<file path="src/rtl/regfile_pkg.sv">
// Shared sizes and types for the eight-entry register file.
package regfile_pkg;

  localparam int unsigned DATA_W   = 16;
  localparam int unsigned NUM_REGS = 8;
  localparam int unsigned ADDR_W   = 3;

  typedef logic [ADDR_W-1:0] reg_idx_t;
  typedef logic [DATA_W-1:0] word_t;

endpackage : regfile_pkg

</file>
<file path="src/rtl/regfile_dec.sv">
// One-hot write decoder: turns a register index into per-register load enables.
// The enable input gates the whole vector, so at most one bit is ever set.
module regfile_dec
  import regfile_pkg::*;
(
  input  logic                en_i,
  input  reg_idx_t            addr_i,
  output logic [NUM_REGS-1:0] onehot_o
);

  // Set the addressed bit only when enabled; all other bits stay low.
  always_comb begin
    onehot_o = '0;
    if (en_i) begin
      onehot_o[addr_i] = 1'b1;
    end
  end

endmodule : regfile_dec

</file>
<file path="src/rtl/regfile.sv">
// Eight-entry, 16-bit register file: one synchronous write port and one
// combinational read port.
// Optional build macro REGFILE_BYPASS_EN: when defined, a write to the index
// being read is forwarded to data_out in the same cycle.
module regfile
  import regfile_pkg::*;
(
  input  logic     clk,
  input  logic     rst_n,
  input  word_t    data_in,
  input  reg_idx_t writenum,
  input  logic     write,
  input  reg_idx_t readnum,
  output word_t    data_out
);

  // Upper-case names are kept so the registers can be probed hierarchically.
  word_t R0, R1, R2, R3, R4, R5, R6, R7;

  logic [NUM_REGS-1:0] load;
  word_t               stored;

  regfile_dec u_dec (
    .en_i     (write),
    .addr_i   (writenum),
    .onehot_o (load)
  );

  // Register storage; reset clears everything and wins over a same-edge write.
  always_ff @(posedge clk) begin
    if (!rst_n) begin
      R0 <= '0;
      R1 <= '0;
      R2 <= '0;
      R3 <= '0;
      R4 <= '0;
      R5 <= '0;
      R6 <= '0;
      R7 <= '0;
    end else begin
      if (load[0]) R0 <= data_in;
      if (load[1]) R1 <= data_in;
      if (load[2]) R2 <= data_in;
      if (load[3]) R3 <= data_in;
      if (load[4]) R4 <= data_in;
      if (load[5]) R5 <= data_in;
      if (load[6]) R6 <= data_in;
      if (load[7]) R7 <= data_in;
    end
  end

  // Combinational read mux; every index 0..7 is legal.
  always_comb begin
    stored = R0;
    case (readnum)
      3'd0: stored = R0;
      3'd1: stored = R1;
      3'd2: stored = R2;
      3'd3: stored = R3;
      3'd4: stored = R4;
      3'd5: stored = R5;
      3'd6: stored = R6;
      3'd7: stored = R7;
    endcase
  end

`ifdef REGFILE_BYPASS_EN
  // Write-through: forward the incoming word when it targets the read index.
  assign data_out = (write && rst_n && (writenum == readnum)) ? data_in : stored;
`else
  assign data_out = stored;
`endif

endmodule : regfile

</file>
<file path="config.mk">
export PLATFORM = sky130hd
export DESIGN_NAME = regfile
export DESIGN_NICKNAME = d
export VERILOG_FILES = /design/src/rtl/regfile_pkg.sv /design/src/rtl/regfile_dec.sv /design/src/rtl/regfile.sv
export SDC_FILE = /design/constraint.sdc
export NUM_CORES = 1
export LEC_CHECK = 0
export BUFFER_PORTS_ARGS = -buffer_cell sky130_fd_sc_hd__buf_4
export CORE_MARGIN = 10
export CORE_UTILIZATION = 30
export DETAILED_ROUTE_END_ITERATION = 10
export GPL_ROUTABILITY_DRIVEN = 0
export PLACE_DENSITY_LB_ADDON = 0.12
export SLEW_MARGIN = 20
export SYNTH_ARGS = -nofsm -noshare
export SYNTH_HDL_FRONTEND = slang
export SYNTH_SLANG_ARGS = --single-unit
</file>
<file path="constraint.sdc">
create_clock -name clk -period 3.9 [get_ports clk]
set_input_delay 0.585 -clock clk [delete_from_list [all_inputs] [get_ports clk]]
set_output_delay 0.585 -clock clk [all_outputs]
set_load 0.01 [all_outputs]
</file>
==> results by group <==
Worst setup path
  • Reg2reg setup slack: 3210 ps
  • Cells along the critical path: buf_4 > nor2b_1 > and2_1 > a22oi_1 > a21oi_1 > buf_4
  • Critical Path Source Type: primary input
  • Critical R2R Launch: R4[11]
  • Worst path slowest cell: and2_1
  • Critical Path RT: 3310 ps
  • FF-to-FF path depth: 2
  • CP arrival: 2440 ps
  • CP endpoint: data_out[1]
  • Reg-to-Reg End: R4[11]
  • CP dominant cell by count: buf_4
  • Crit-path max FO: 40
  • Critical path class: primary input to output pin
  • Critical Path Sink Type: output pin
  • Crit-path max cell delay: 610 ps
  • Worst Setup SP: readnum[0]

Synth
  • Mapped Area: 6030 sq um
  • Post-synth cell types: 36
  • Top cell type's share of synthesized area: 0.425
  • Dominant cells by area after synthesis: dfxtp_1 (43%), nand2_1 (17%), a21boi_0 (14%)
  • Synth Register Bits: 128
  • Mapped Avg Cell Area: 7.99 sq um
  • Ys Warns: 0
  • FFs w/ async S/R, synth: 0
  • EDFF count, synth: 0
  • Syn Nets: 779
  • Synth Flop Type: dfxtp_1
  • Register area share after synthesis: 0.425
  • Post-Synthesis Cells: 754
  • Top cell type by total area after synthesis: dfxtp_1

Final layout
  • Layout cells sized above 1: 0.111
  • Most common cell after layout, fill and taps aside: nand2_1
  • Non-filler cells, final: 1028
  • Net count, final: 775
  • Final Util: 0.355
  • FILL cells: 2043
  • Commonest non-fill, non-tap cells in the layout: nand2_1 (280), dfxtp_1 (128), a21boi_0 (112), buf_4 (39), nor2_1 (29)
  • # diodes: 0
  • Area growth syn-to-layout: 15.6%

Job
  • Max-cap violations: 0

Floorplanning
  • I/O pins: 41
  • Die height: between 150 and 200 microns
  • Starting Density: 0.308
  • CORE AREA: 19600 sq um
  • Die area: 26200 sq um
  • FP Rows: 51
  • Die width: roughly 160 microns

STA
  • Final hold vios: 0
  • Max_slew headroom: 0.308
  • Fin. max-slew vios: 0
  • Minimum clock period: 3020 ps
  • Slew @ Worst Pin: 1030 ps
  • Final period utilization: 0.775
  • Fmax: 331 MHz
  • Setup TNS: 0 ps
  • Worst hold slack: 455 ps
  • Clock skew: 0 ps
  • RSZ-0062 raised after global routing: false
  • Endpoints failing setup: 0

Clock tree
  • H-tree depth: 4
  • CTS tree: built
  • Clock sinks: 128
  • Clock root buffer: clkbuf_16
  • Hold_buf cts: 0
  • CTS Buf Count: 17
  • Gates resized, CTS repair: 0
  • Clock-pin transition on the worst setup and hold timing paths: 60 ps
  • Post-CTS setup buffers: 0
  • Worst-Skew Late Latency: approximately 410 ps
  • Bufs on Longest Clock Path: 2

Power
  • NetSw: 818 uW
  • Net Sw Frac: 0.249
  • Sequential share of power: 0.411
  • Pwr/cell area: 471 nW/um^2
  • Internal: approximately 2.5 mW
  • Max VDD drop: 0.246 mV
  • Clk network pwr share: 0.508
  • Comb pwr share: 0.081
  • Leak: roughly 2.4 nW

Global routing
  • Pin count of the biggest net entering global routing: approximately 130
  • Initial antenna violation count: 0
  • Gr usage total: 0.152
  • First-pass GRT wire length: roughly 30000 microns
  • Gr ovfl total: 0
  • Vias in the first global route: between 5000 and 6000

Route
  • 1st-pass router iterations: 5
  • Post-Route WL: 19700 microns
  • Vias per cell: between 4 and 5
  • Final ANT Viol Nets: 0
  • WL per Instance: 19.2 microns
  • DRC viols: 0
  • Vias: around 5000
  • Drt first-iter violations: 261

Placement
  • Dpl cells: 995
  • # port buffers: 40
  • HPWL Detailed: 11700 microns

Worst hold path
  • Worst min path class: flip-flop to flip-flop

Status
  • Status: finished, final reports clean
## Yosys cell counts (4+ instances only)
library cell	count
a211o_1	9
a21boi_0	112
a21boi_1	16
a21oi_1	7
a221oi_1	4
a22o_1	7
a31oi_1	9
buf_2	23
buf_4	16
clkbuf_1	24
dfxtp_1	128
inv_1	6
mux2i_1	26
nand2_1	280
nand2b_1	7
nor2_1	29
nor2_4	6
nor2b_1	7
o22ai_1	4
o2bb2ai_1	10
## registers in the layout, indices dropped and copies added (netlist names)
name	count
R0	16
R1	16
R2	16
R3	16
R4	16
R5	16
R6	16
R7	16
## how the worst min path moves through the flow
stage                           start      to  slack [ps]  depth (start not counted)
after floorplan                R2[10]  R2[10]         430                          2
after global placement          R2[7]   R2[7]         440                          2
after detailed placement        R0[9]   R0[9]         450                          2
after CTS                 data_in[11]  R3[11]         450                          3
after global routing      data_in[11]  R3[11]         450                          3
final                          R3[10]  R3[10]         460                          2
## area by class of cell
cell class	count	area, sq um	share of cell area
repair buffers	41	315	0.0453
multi-input cells	556	3110	0.447
well taps	265	332	0.0476
clock inverters	14	180	0.0259
clock buffers	18	439	0.0631
flip-flops and latches	128	2560	0.368
inverters	6	22.5	0.00323
## cells by family (layout without fill, tap and decap cells)
family | after synthesis | count (layout) | share of synthesized area
flip-flops | 128 | 128 | 0.425
AO/OA/AOI/OAI | 186 | 186 | 0.233
multiplexers | 27 | 27 | 0.0451
AND/OR/NAND/NOR | 343 | 343 | 0.238
buffers and inverters | 70 | 79 | 0.0583
## critical path: cells and delay by family
kind            cells  cell delay, ps
buf+inv             2             600
simple gates        2             840
compound gates      2             390
## routing by layer
layer	track usage	routed length (microns)
met1	0.194	9180
met2	0.246	9260
met3	0.0359	989
met4	0.0517	267
met5	0	0
## power groups by stage
stage	clock (mW)	combinational, mW	sequential (mW)
2_1_floorplan	0	0.177	1.37
3_3_place_gp	0	0.262	1.38
3_5_place_dp	0	0.267	1.38
4_1_cts	1.69	0.267	1.35
5_1_grt	1.75	0.289	1.35
6_report	1.66	0.265	1.35
## stage by stage
stage | setup slack, ps | area, sq um | total power [mW]
2_1_floorplan | 1720 | 6030 | 1.55
3_3_place_gp | 909 | 6330 | 1.64
3_5_place_dp | 900 | 6330 | 1.64
4_1_cts | 889 | 6950 | 3.31
5_1_grt | 725 | 6960 | 3.39
6_report | 878 | 6960 | 3.28
No activity file was read; power rests on OpenSTA's default activity.
